[src/rtl/alu_operand_sequencer.sv]
// Operand/OpCode entry and result capture for the Lab2 N-bit ALU, driven by one debounced button.
// Optional `ALU_SEQ_ACCUM_EN: a press in the result state chains the result into A.
module alu_operand_sequencer #(
    parameter int unsigned N               = 4,
    parameter int unsigned DEBOUNCE_CYCLES = 50000,
    parameter int unsigned SETTLE_CYCLES   = 2
) (
    input  logic         clk,
    input  logic         rst,
    input  logic [N-1:0] sw,
    input  logic [3:0]   op_sw,
    input  logic         btn,
    input  logic [N-1:0] alu_out,
    input  logic         alu_z,
    input  logic         alu_n,
    input  logic         alu_v,
    input  logic         alu_c,
    output logic [N-1:0] A,
    output logic [N-1:0] B,
    output logic [3:0]   op,
    output logic [N-1:0] res,
    output logic [3:0]   flags,
    output logic         res_valid,
    output logic         div0_err,
    output logic [2:0]   state
);

    localparam int unsigned DbW = $clog2(DEBOUNCE_CYCLES + 1);
    localparam int unsigned StW = (SETTLE_CYCLES > 1) ? $clog2(SETTLE_CYCLES) : 1;

    // OpCodeEnum codes that need the divide-by-zero guard.
    localparam logic [3:0] OpAdd = 4'd0;
    localparam logic [3:0] OpDiv = 4'd3;
    localparam logic [3:0] OpMod = 4'd4;

    typedef enum logic [2:0] {
        StA    = 3'd0,
        StB    = 3'd1,
        StOp   = 3'd2,
        StExec = 3'd3,
        StShow = 3'd4
    } state_e;

    logic           btn_s1_q, btn_s2_q;
    logic           deb_q, deb_d, deb_prev_q;
    logic [DbW-1:0] db_cnt_q, db_cnt_d;
    logic           press;

    state_e         state_q, state_d;
    logic [N-1:0]   a_q, a_d, b_q, b_d, res_q, res_d;
    logic [3:0]     op_q, op_d, flags_q, flags_d;
    logic           res_valid_q, res_valid_d, div0_q, div0_d;
    logic [StW-1:0] settle_q, settle_d;
    logic           div0_hit;

    // Level must differ from the accepted one for DEBOUNCE_CYCLES samples in a row.
    always_comb begin
        deb_d    = deb_q;
        db_cnt_d = '0;
        if (btn_s2_q != deb_q) begin
            if (db_cnt_q == DbW'(DEBOUNCE_CYCLES - 1)) begin
                deb_d = btn_s2_q;
            end else begin
                db_cnt_d = db_cnt_q + DbW'(1);
            end
        end
    end

    assign press    = deb_q & ~deb_prev_q;
    assign div0_hit = ((op_q == OpDiv) || (op_q == OpMod)) && (b_q == '0);

    always_comb begin
        state_d     = state_q;
        a_d         = a_q;
        b_d         = b_q;
        op_d        = op_q;
        res_d       = res_q;
        flags_d     = flags_q;
        res_valid_d = res_valid_q;
        div0_d      = div0_q;
        settle_d    = settle_q;
        unique case (state_q)
            StA: begin
                if (press) begin
                    a_d     = sw;
                    state_d = StB;
                end
            end
            StB: begin
                if (press) begin
                    b_d     = sw;
                    state_d = StOp;
                end
            end
            StOp: begin
                if (press) begin
                    op_d     = op_sw;
                    settle_d = '0;
                    state_d  = StExec;
                end
            end
            StExec: begin
                if (settle_q == StW'(SETTLE_CYCLES - 1)) begin
                    res_d       = div0_hit ? '0 : alu_out;
                    flags_d     = div0_hit ? 4'b1000 : {alu_z, alu_n, alu_v, alu_c};
                    div0_d      = div0_hit;
                    res_valid_d = 1'b1;
                    state_d     = StShow;
                end else begin
                    settle_d = settle_q + StW'(1);
                end
            end
            StShow: begin
                if (press) begin
                    res_valid_d = 1'b0;
                    div0_d      = 1'b0;
`ifdef ALU_SEQ_ACCUM_EN
                    a_d         = res_q;
                    state_d     = StB;
`else
                    state_d     = StA;
`endif
                end
            end
            default: state_d = StA;
        endcase
    end

    always_ff @(posedge clk or posedge rst) begin
        if (rst) begin
            btn_s1_q    <= 1'b0;
            btn_s2_q    <= 1'b0;
            deb_q       <= 1'b0;
            deb_prev_q  <= 1'b0;
            db_cnt_q    <= '0;
            state_q     <= StA;
            a_q         <= '0;
            b_q         <= '0;
            op_q        <= OpAdd;
            res_q       <= '0;
            flags_q     <= '0;
            res_valid_q <= 1'b0;
            div0_q      <= 1'b0;
            settle_q    <= '0;
        end else begin
            btn_s1_q    <= btn;
            btn_s2_q    <= btn_s1_q;
            deb_q       <= deb_d;
            deb_prev_q  <= deb_q;
            db_cnt_q    <= db_cnt_d;
            state_q     <= state_d;
            a_q         <= a_d;
            b_q         <= b_d;
            op_q        <= op_d;
            res_q       <= res_d;
            flags_q     <= flags_d;
            res_valid_q <= res_valid_d;
            div0_q      <= div0_d;
            settle_q    <= settle_d;
        end
    end

    assign A         = a_q;
    assign B         = b_q;
    assign op        = op_q;
    assign res       = res_q;
    assign flags     = flags_q;
    assign res_valid = res_valid_q;
    assign div0_err  = div0_q;
    assign state     = state_q;

endmodule

[config.mk]
export PLATFORM = sky130hd
export DESIGN_NAME = alu_operand_sequencer
export DESIGN_NICKNAME = d
export VERILOG_FILES = /design/src/rtl/alu_operand_sequencer.sv
export SDC_FILE = /design/constraint.sdc
export NUM_CORES = 1
export LEC_CHECK = 0
export CORE_MARGIN = 1.5
export CORE_UTILIZATION = 54
export CTS_CLUSTER_DIAMETER = 40
export DETAILED_ROUTE_END_ITERATION = 7
export GPL_ROUTABILITY_DRIVEN = 0
export GPL_TIMING_DRIVEN = 0
export PLACE_DENSITY_LB_ADDON = 0.2
export RECOVER_POWER = 25
export SETUP_SLACK_MARGIN = 0.15
export SLEW_MARGIN = 20
export SYNTH_ARGS = -nofsm -noshare
export SYNTH_HDL_FRONTEND = slang
export SYNTH_SLANG_ARGS = --single-unit
[constraint.sdc]
create_clock -name clk -period 3.25 [get_ports clk]
set_input_delay 0.8125 -clock clk [delete_from_list [all_inputs] [get_ports clk]]
set_output_delay 0.8125 -clock clk [all_outputs]
set_load 0.01 [all_outputs]
==> results.py, run 1 <==
metrics = {
    "synthesis": {
        "yosysWarningCount": 0,
        "syn_nets": 192,
        "synth_seq_cells": 46,
        "async_reset_ff_frac": 1.00,
        "synth-main-ff-cell": "dfrtp_1",
        "synth_top_area_cell": "dfrtp_1",
        "yosysMostFrequentCell": "dfrtp_1",
        "seq_area_frac_synth": 0.565,
        "synth_area_leaders": "dfrtp_1 57%, xnor2_1 4.7%, mux2_1 3.9%, a22o_1 3.4%, mux2_2 3.3%",
        "yosysTopAreaCellShare": 0.565,
        "synth-edff-count": 0,
        "ys_types": 37,
        "synthCells": 172,
        "avgSynthCellArea_sq_um": 11.8,
        "synth_area_sq_um": 2040,
        "ys_top_cells_by_count": "46 x dfrtp_1, 13 x nor2_1, 11 x xnor2_1",
    },
    "drt": {
        "ant_nets": 0,
        "drt_iter0_drc": 44,
        "via_per_inst": 5.26,
        "drt-pass1-iter-count": 4,
        "wire_per_inst_microns": 14.5,
        "finalWirelength_microns": 3950,
        "vias": 1430,
        "drc_errors": 0,
    },
    "clocking": {
        "cts_buffers": 5,
        "insertion_delay_ns": 0.30,
        "clk_pin_slew_ns": 0.09,
        "cts_root_buffer": "clkbuf_8",
        "cts_max_level": 2,
        "cts_hold_buf": 0,
        "clock_sinks": 46,
        "cts_tree": "done",
        "clock_path_buffers": 2,
        "post_cts_buffers": 0,
        "cts-resized-gates": 0,
    },
    "pwr": {
        "leakagePower_uw": 0.00111,
        "p_total_uw": 1090,
        "powerDensity_nw_per_um2": 412,
        "peakVddDrop_mv": 0.356,
    },
    "layout": {
        "area_growth_pct": 29.7,
        "drive_gt1_frac": 0.147,
        "final_cells": 272,
        "final_area_sq_um": 2640,
        "fin_nets": 243,
        "multi_input_area_sq_um": 826,
        "n_fill_cell": 260,
        "n_antenna_cell": 0,
        "seqCellArea_sq_um": 1150,
    },
    "grt": {
        "antenna_found_initial": 0,
        "grtUsageTotal": 0.219,
        "grt_pass1_vias": 1453,
        "grt_pass1_wl_microns": 6760,
        "grt_max_degree": 38,
        "overflow": 0,
    },
    "timing": {
        "hold_violations": 0,
        "fin_skew_ns": 0.00752,
        "finalSetupViolCount": 0,
        "tns_ns": 0,
        "slew-limit-headroom": 0.417,
        "rsz0062_at_grt": "false",
        "fin_hold_ws_ns": 0.360,
        "fin_crit_ns": 2.09,
        "fmax_mhz": 478,
        "tightest_slew_ns": 0.875,
        "fin_crit_sh": 0.644,
        "report.final.slew_viol_count": 0,
    },
    "status": {
        "run_status": "completed",
    },
    "setup_path": {
        "crit_fanout": 37,
        "path_cells": "dlygate4sd3_1 > inv_1 > clkbuf_2",
        "critical_path_arrival_ns": 2.41,
        "cpMaxStageDelayCell": "clkbuf_2",
        "cpPeakStageDelay_ns": 0.76,
        "cp-start-kind": "input pin",
        "criticalPathCategory": "in -> async",
        "critPathCaptureType": "asynchronous set/reset pin",
        "worst-endpoint-required_ns": 3.57,
    },
    "placed_design": {
        "port_buffers": 43,
        "place_area_sq_um": 2550,
        "place_hpwl_microns": 2820,
        "placedCellCount": 264,
    },
    "die": {
        "die_area_sq_um": 4150,
        "pin_count": 44,
        "die_h_microns": 64.4,
        "rows": 22,
        "core-area_sq_um": 3630,
        "die_x_microns": 64.4,
        "start_util": 0.560,
    },
    "flow_run": {
        "drv_cap": 0,
    },
    "hold_path": {
        "holdCritPathClass": "reg -> reg",
    },
}
routing by layer:
layer / share of wire / track usage / up-vias
li1: - / - / 695
met5: 0 / 0 / -
met2: 0.49 / 0.367 / 37
met1: 0.45 / 0.274 / 693
met3: 0.055 / 0.0599 / 5
met4: 0.013 / 0.0718 / 0
worst paths after layout:
kind,from,endpoint,slack (ns),cells past startpoint
worst min-delay path,btn_s1_q,btn_s2_q,0.36,0
min in group asynchronous,rst,db_cnt_q[4],0.92,2
worst max-delay path,rst,B[3],1.16,3
max in group clk,op[0],op[0],1.17,1
worst min register to register,btn_s1_q,btn_s2_q,0.36,0
worst max register to register,db_cnt_q[0],db_cnt_q[13],1.53,5
registers in the layout (all words and copies together), names as in the netlist, 3 cells and up:
| name | cells |
|---|---|
| state | 3 |
| A | 4 |
| res | 4 |
| db_cnt_q | 16 |
| op | 4 |
| flags | 4 |
| B | 4 |
cell type report:
class | instances | area share
Tap cell | 48 | 0.0227
Clock buffer | 6 | 0.0275
Timing Repair Buffer | 44 | 0.165
Inverter | 7 | 0.00995
Buffer | 6 | 0.0123
Clock inverter | 2 | 0.0142
Multi-Input combinational cell | 113 | 0.313
Sequential cell | 46 | 0.436
stage by stage:
stage	util	setup slack [ns]
6_report	0.727	1.16
3_5_place_dp	0.701	1.51
4_1_cts	0.731	1.17
2_1_floorplan	-	1.35
5_1_grt	0.727	0.868
3_3_place_gp	0.695	0.571
logic make-up (layout without fill, tap and decap cells):
family	Yosys count	count (layout)	synth area share
AOI/OAI and AO/OA	17	17	0.0682
muxes	14	14	0.0768
xor gates and xnor gates	15	15	0.0645
and+or+nand+nor	66	66	0.190
DFF	46	46	0.565
adders and majority gates	1	1	0.00615
buffers and inverters	13	65	0.0289
cell usage in the layout, fill, tap and decap left out, types with 6 or more instances in the layout:
cell             synthesis  routed
a22o_1                   8       8
clkdlybuf4s50_1          0      41
dfrtp_1                 46      46
inv_1                    7       7
mux2_1                   7       7
mux2_2                   6       6
nand2_1                  9       9
nand3_1                  9       9
nor2_1                  13      13
nor2_2                  10      10
xnor2_1                 11      11
where the power goes:
| part | switching [uW] | internal, uW |
|---|---|---|
| Sequential | 9.70 | 584 |
| Clock | 192 | 229 |
| Combinational | 31.3 | 42.5 |
| Total | 233 | 856 |
critical path: cells and delay by family:
family	cells	cell delay, ns
buffers and inverters	3	1.59
(Power assumes the default switching activity.)
==> inputs of run 2 (changes only) <==
--- a/config.mk
+++ b/config.mk
@@ -6,7 +6,7 @@
 export NUM_CORES = 1
 export LEC_CHECK = 0
 export CORE_MARGIN = 1.5
-export CORE_UTILIZATION = 54
+export CORE_UTILIZATION = 45
 export CTS_CLUSTER_DIAMETER = 40
 export DETAILED_ROUTE_END_ITERATION = 7
 export GPL_ROUTABILITY_DRIVEN = 0
==> constraint.sdc (replaced) <==
create_clock -name clk -period 1.9 [get_ports clk]
set_input_delay 0.475 -clock clk [delete_from_list [all_inputs] [get_ports clk]]
set_output_delay 0.475 -clock clk [all_outputs]
set_load 0.01 [all_outputs]
==> results.py, run 2 (synthesis results as in run 1) <==
metrics = {
    "placed_design": {
        "place_hpwl_microns": 2980,
        "placedCellCount": 268,
        "port_buffers": 43,
    },
    "setup_path": {
        "crit_family": "buffers and inverters",
        "cpMaxStageDelayCell": "clkdlybuf4s50_1",
        "criticalPathCategory": "reg -> out",
        "cp.buffers_inverters": 1,
        "r2r-start": "db_cnt_q[4]",
        "regToRegEndpoint": "db_cnt_q[10]",
        "critPathCaptureType": "output port",
        "path_cells": "clkdlybuf4s50_1",
        "worst-endpoint-required_ns": 1.42,
        "critical_path_arrival_ns": 1.22,
        "cpPeakStageDelay_ns": 0.56,
        "rr_worst_depth": 5,
        "cp-start-kind": "flip-flop",
        "crit_fanout": 3,
        "cp-startpoint": "B[2]",
        "r2r_slack_ns": 0.25,
    },
    "timing": {
        "slew-limit-headroom": 0.458,
        "tns_ns": 0,
        "rsz0062_at_grt": "false",
        "hold_violations": 0,
        "fin_crit_ns": 1.70,
        "report.final.slew_viol_count": 0,
        "fin_crit_sh": 0.894,
        "fin_skew_ns": 0.00526,
        "tightest_slew_ns": 0.812,
        "fmax_mhz": 589,
        "finalSetupViolCount": 0,
    },
    "layout": {
        "n_antenna_cell": 0,
        "drive_gt1_frac": 0.176,
        "largest_reg_flops": 16,
        "layout.cells.most_common_list": "45 x dfrtp_1, 36 x clkdlybuf4s50_1, 13 x nor2_1",
        "final_cells": 279,
        "final_common_cell": "dfrtp_1",
        "area_growth_pct": 32.3,
        "top_register": "db_cnt_q",
        "fin_nets": 246,
    },
    "die": {
        "die_area_sq_um": 4940,
        "pin_count": 44,
        "rows": 24,
        "start_util": 0.468,
        "core-area_sq_um": 4350,
        "die_x_microns": 70.3,
        "die_h_microns": 70.3,
    },
    "drt": {
        "wire_per_inst_microns": 14.5,
        "via_per_inst": 5.13,
        "ant_nets": 0,
        "drt-pass1-iter-count": 4,
        "drt_iter0_drc": 56,
        "vias": 1432,
        "finalWirelength_microns": 4040,
        "drc_errors": 0,
    },
    "pwr": {
        "powerDensity_nw_per_um2": 652,
        "leakagePower_uw": 0.00117,
        "peakVddDrop_mv": 0.398,
    },
    "grt": {
        "grt_max_degree": 28,
        "grt_pass1_wl_microns": 6980,
        "antenna_found_initial": 0,
        "grtUsageTotal": 0.180,
        "overflow": 0,
        "grt_pass1_vias": 1482,
    },
    "clocking": {
        "cts_buffers": 5,
        "clk_pin_slew_ns": 0.08,
        "clock_path_buffers": 2,
        "clock_sinks": 46,
        "cts_hold_buf": 0,
        "cts_root_buffer": "clkbuf_8",
        "insertion_delay_ns": 0.29,
        "cts_tree": "done",
        "cts_max_level": 2,
    },
    "hold_path": {
        "min_from": "btn_s1_q",
        "holdPathEnd": "btn_s2_q",
        "holdCritPathClass": "reg -> reg",
        "holdPathStages": 0,
    },
    "flow_run": {
        "drv_cap": 0,
    },
    "status": {
        "run_status": "completed",
    },
}
==> run 2: final cells by class <==
type / instances / area, sq um
Fill cell: 335 / 1660
Clock inverter: 1 / 5.00
Sequential cell: 46 / 1150
Tap cell: 52 / 65.1
Inverter: 7 / 26.3
Timing Repair Buffer: 47 / 485
Multi-Input combinational cell: 113 / 840
Clock buffer: 7 / 86.3
Buffer: 6 / 32.5
==> run 2: metrics by stage <==
stage / setup WS, ns / cell area, sq um / total power [uW] / utilization / hold WS, ns
after floorplan: 0.337 / 2040 / 1080 / - / 0.331
after global placement: -0.522 / 2530 / 1160 / 0.581 / 0.340
after detailed placement: 0.161 / 2550 / 1170 / 0.586 / 0.339
after CTS: 0.159 / 2660 / 1780 / 0.610 / 0.358
after global routing: 0.153 / 2690 / 1840 / 0.618 / 0.377
final: 0.201 / 2690 / 1760 / 0.618 / 0.357
==> run 2: what timing repair did <==
action                     CTS  global route
setup endpoints to repair    4            24
gates resized for setup      0             9
buffers inserted             2             1
pin swaps                    1             1
==> run 2: per-layer routing <==
metal,GRT usage,routed length [microns],vias up,share of wire
li1,-,-,701,-
met1,0.232,1810,691,0.45
met2,0.292,2010,34,0.50
met3,0.0548,172,6,0.043
met4,0.0513,44,0,0.011
met5,0,0,-,0
==> run 2: worst max-delay path by stage <==
stage | end | slack, ns | cells after the start
finish | B[2] | 0.20 | 1
global route | db_cnt_q[7] | 0.15 | 5
CTS | op[0] | 0.16 | 1
detailed placement | db_cnt_q[10] | 0.16 | 5
global placement | A[1] | -0.52 | 2
floorplan | A[0] | 0.34 | 1
==> run 2: report_power, final <==
part | switching, uW | total (uW) | internal [uW]
clock network | 312 | 606 | 294
logic | 57.1 | 136 | 78.8
registers | 16.5 | 1010 | 998
==> inputs of run 3 (changes only) <==
--- a/config.mk
+++ b/config.mk
@@ -18,3 +18,4 @@
 export SYNTH_ARGS = -nofsm -noshare
 export SYNTH_HDL_FRONTEND = slang
 export SYNTH_SLANG_ARGS = --single-unit
+export TNS_END_PERCENT = 5
==> results.py, run 3 (synthesis results as in run 1) <==
metrics = {
    "clocking": {
        "cts_buffers": 5,
        "cts_tree": "done",
        "cts_hold_buf": 0,
        "clock_sinks": 46,
        "clock_path_buffers": 2,
        "clk_pin_slew_ns": 0.08,
        "insertion_delay_ns": 0.29,
        "cts_root_buffer": "clkbuf_8",
        "cts_max_level": 2,
    },
    "flow_run": {
        "drv_cap": 0,
    },
    "drt": {
        "via_per_inst": 5.12,
        "ant_nets": 0,
        "wire_per_inst_microns": 14.4,
        "vias": 1423,
        "drt_iter0_drc": 60,
        "finalWirelength_microns": 4010,
        "drc_errors": 0,
        "drt-pass1-iter-count": 4,
    },
    "setup_path": {
        "worst-path-stages": 1,
        "cp-start-kind": "flip-flop",
        "regToRegEndpoint": "db_cnt_q[10]",
        "cp-endpoint": "op[2]",
        "r2r-start": "db_cnt_q[4]",
        "rr_worst_depth": 5,
        "critPathCaptureType": "output port",
        "r2r_slack_ns": 0.22,
        "path_cells": "clkdlybuf4s50_1",
        "cp.buffers_inverters": 1,
        "critical_path_arrival_ns": 1.24,
        "crit_family": "buffers and inverters",
        "worst-endpoint-required_ns": 1.42,
        "cp-startpoint": "op[2]",
        "cpMaxStageDelayCell": "clkdlybuf4s50_1",
        "crit_fanout": 4,
        "criticalPathCategory": "reg -> out",
        "cpPeakStageDelay_ns": 0.56,
    },
    "grt": {
        "grt_pass1_vias": 1482,
        "antenna_found_initial": 0,
        "grt_pass1_wl_microns": 6980,
        "overflow": 0,
        "grtUsageTotal": 0.180,
        "grt_max_degree": 28,
    },
    "pwr": {
        "powerDensity_nw_per_um2": 659,
        "peakVddDrop_mv": 0.398,
        "leakagePower_uw": 0.00113,
        "p_total_uw": 1750,
    },
    "die": {
        "die_area_sq_um": 4940,
        "core-area_sq_um": 4350,
        "pin_count": 44,
        "die_x_microns": 70.3,
        "die_h_microns": 70.3,
        "start_util": 0.468,
        "rows": 24,
    },
    "timing": {
        "hold_violations": 0,
        "report.final.slew_viol_count": 0,
        "tightest_slew_ns": 0.805,
        "fmax_mhz": 583,
        "fin_crit_sh": 0.903,
        "slew-limit-headroom": 0.463,
        "finalSetupViolCount": 0,
        "fin_crit_ns": 1.71,
        "fin_skew_ns": 0.00611,
        "rsz0062_at_grt": "true",
        "tns_ns": 0,
    },
    "layout": {
        "area_growth_pct": 30.7,
        "largest_reg_flops": 16,
        "final_common_cell": "dfrtp_1",
        "layout.cells.most_common_list": "46 x dfrtp_1, 40 x clkdlybuf4s50_1, 13 x nor2_1",
        "drive_gt1_frac": 0.155,
        "fin_nets": 245,
        "top_register": "db_cnt_q",
        "n_antenna_cell": 0,
    },
    "placed_design": {
        "port_buffers": 43,
        "place_hpwl_microns": 2980,
    },
    "status": {
        "run_status": "completed",
    },
    "hold_path": {
        "holdCritPathClass": "reg -> reg",
    },
}
[run 3: layout make-up]
class | instances | area (sq um)
clock buffers | 7 | 86.3
flip-flops and latches | 46 | 1150
inverters | 7 | 26.3
multi-input cells | 113 | 826
fillers | 340 | 1690
repair buffers | 46 | 468
plain buffers | 6 | 32.5
well taps | 52 | 65.1
clock inverters | 1 | 5.00
[run 3: how the worst min path moves through the flow]
stage / startpoint / end / slack, ns / cells after the start
after CTS: btn_s1_q / btn_s2_q / 0.36 / 0
after global routing: btn_s1_q / btn_s2_q / 0.38 / 0
after detailed placement: btn_s1_q / btn_s2_q / 0.34 / 0
final: btn_s1_q / btn_s2_q / 0.36 / 0
after floorplan: btn_s1_q / btn_s2_q / 0.33 / 0
after global placement: btn_s1_q / btn_s2_q / 0.34 / 0
[run 3: per-layer routing]
layer / up-vias / GRT usage / wire length (microns)
met4: 0 / 0.0513 / 51
met2: 32 / 0.292 / 2000
met5: - / 0 / 0
met1: 685 / 0.232 / 1790
met3: 7 / 0.0548 / 168
li1: 699 / - / -
[run 3: per-stage QoR]
| step | setup slack [ns] | utilization | std cells | cell area (sq um) | hold WS, ns |
|---|---|---|---|---|---|
| floorplan | 0.337 | - | 172 | 2040 | 0.331 |
| CTS | 0.159 | 0.610 | 278 | 2660 | 0.358 |
| global placement | -0.522 | 0.581 | 267 | 2530 | 0.340 |
| global route | 0.104 | 0.611 | 278 | 2660 | 0.377 |
| finish | 0.185 | 0.611 | 278 | 2660 | 0.356 |
| detailed placement | 0.161 | 0.586 | 268 | 2550 | 0.339 |
[run 3: report_power, final]
group | switching, uW | internal, uW | total (uW)
registers | 16.4 | 998 | 1010
clock network | 311 | 294 | 604
logic | 56.4 | 78.7 | 135
[run 3: repair_timing]
| action | 4_1_cts | 5_1_grt |
|---|---|---|
| buffers inserted | 2 | 0 |
| resized for setup | 0 | 1 |
| pin swaps | 1 | 0 |
| endpoints found under the setup margin | 4 | 24 |
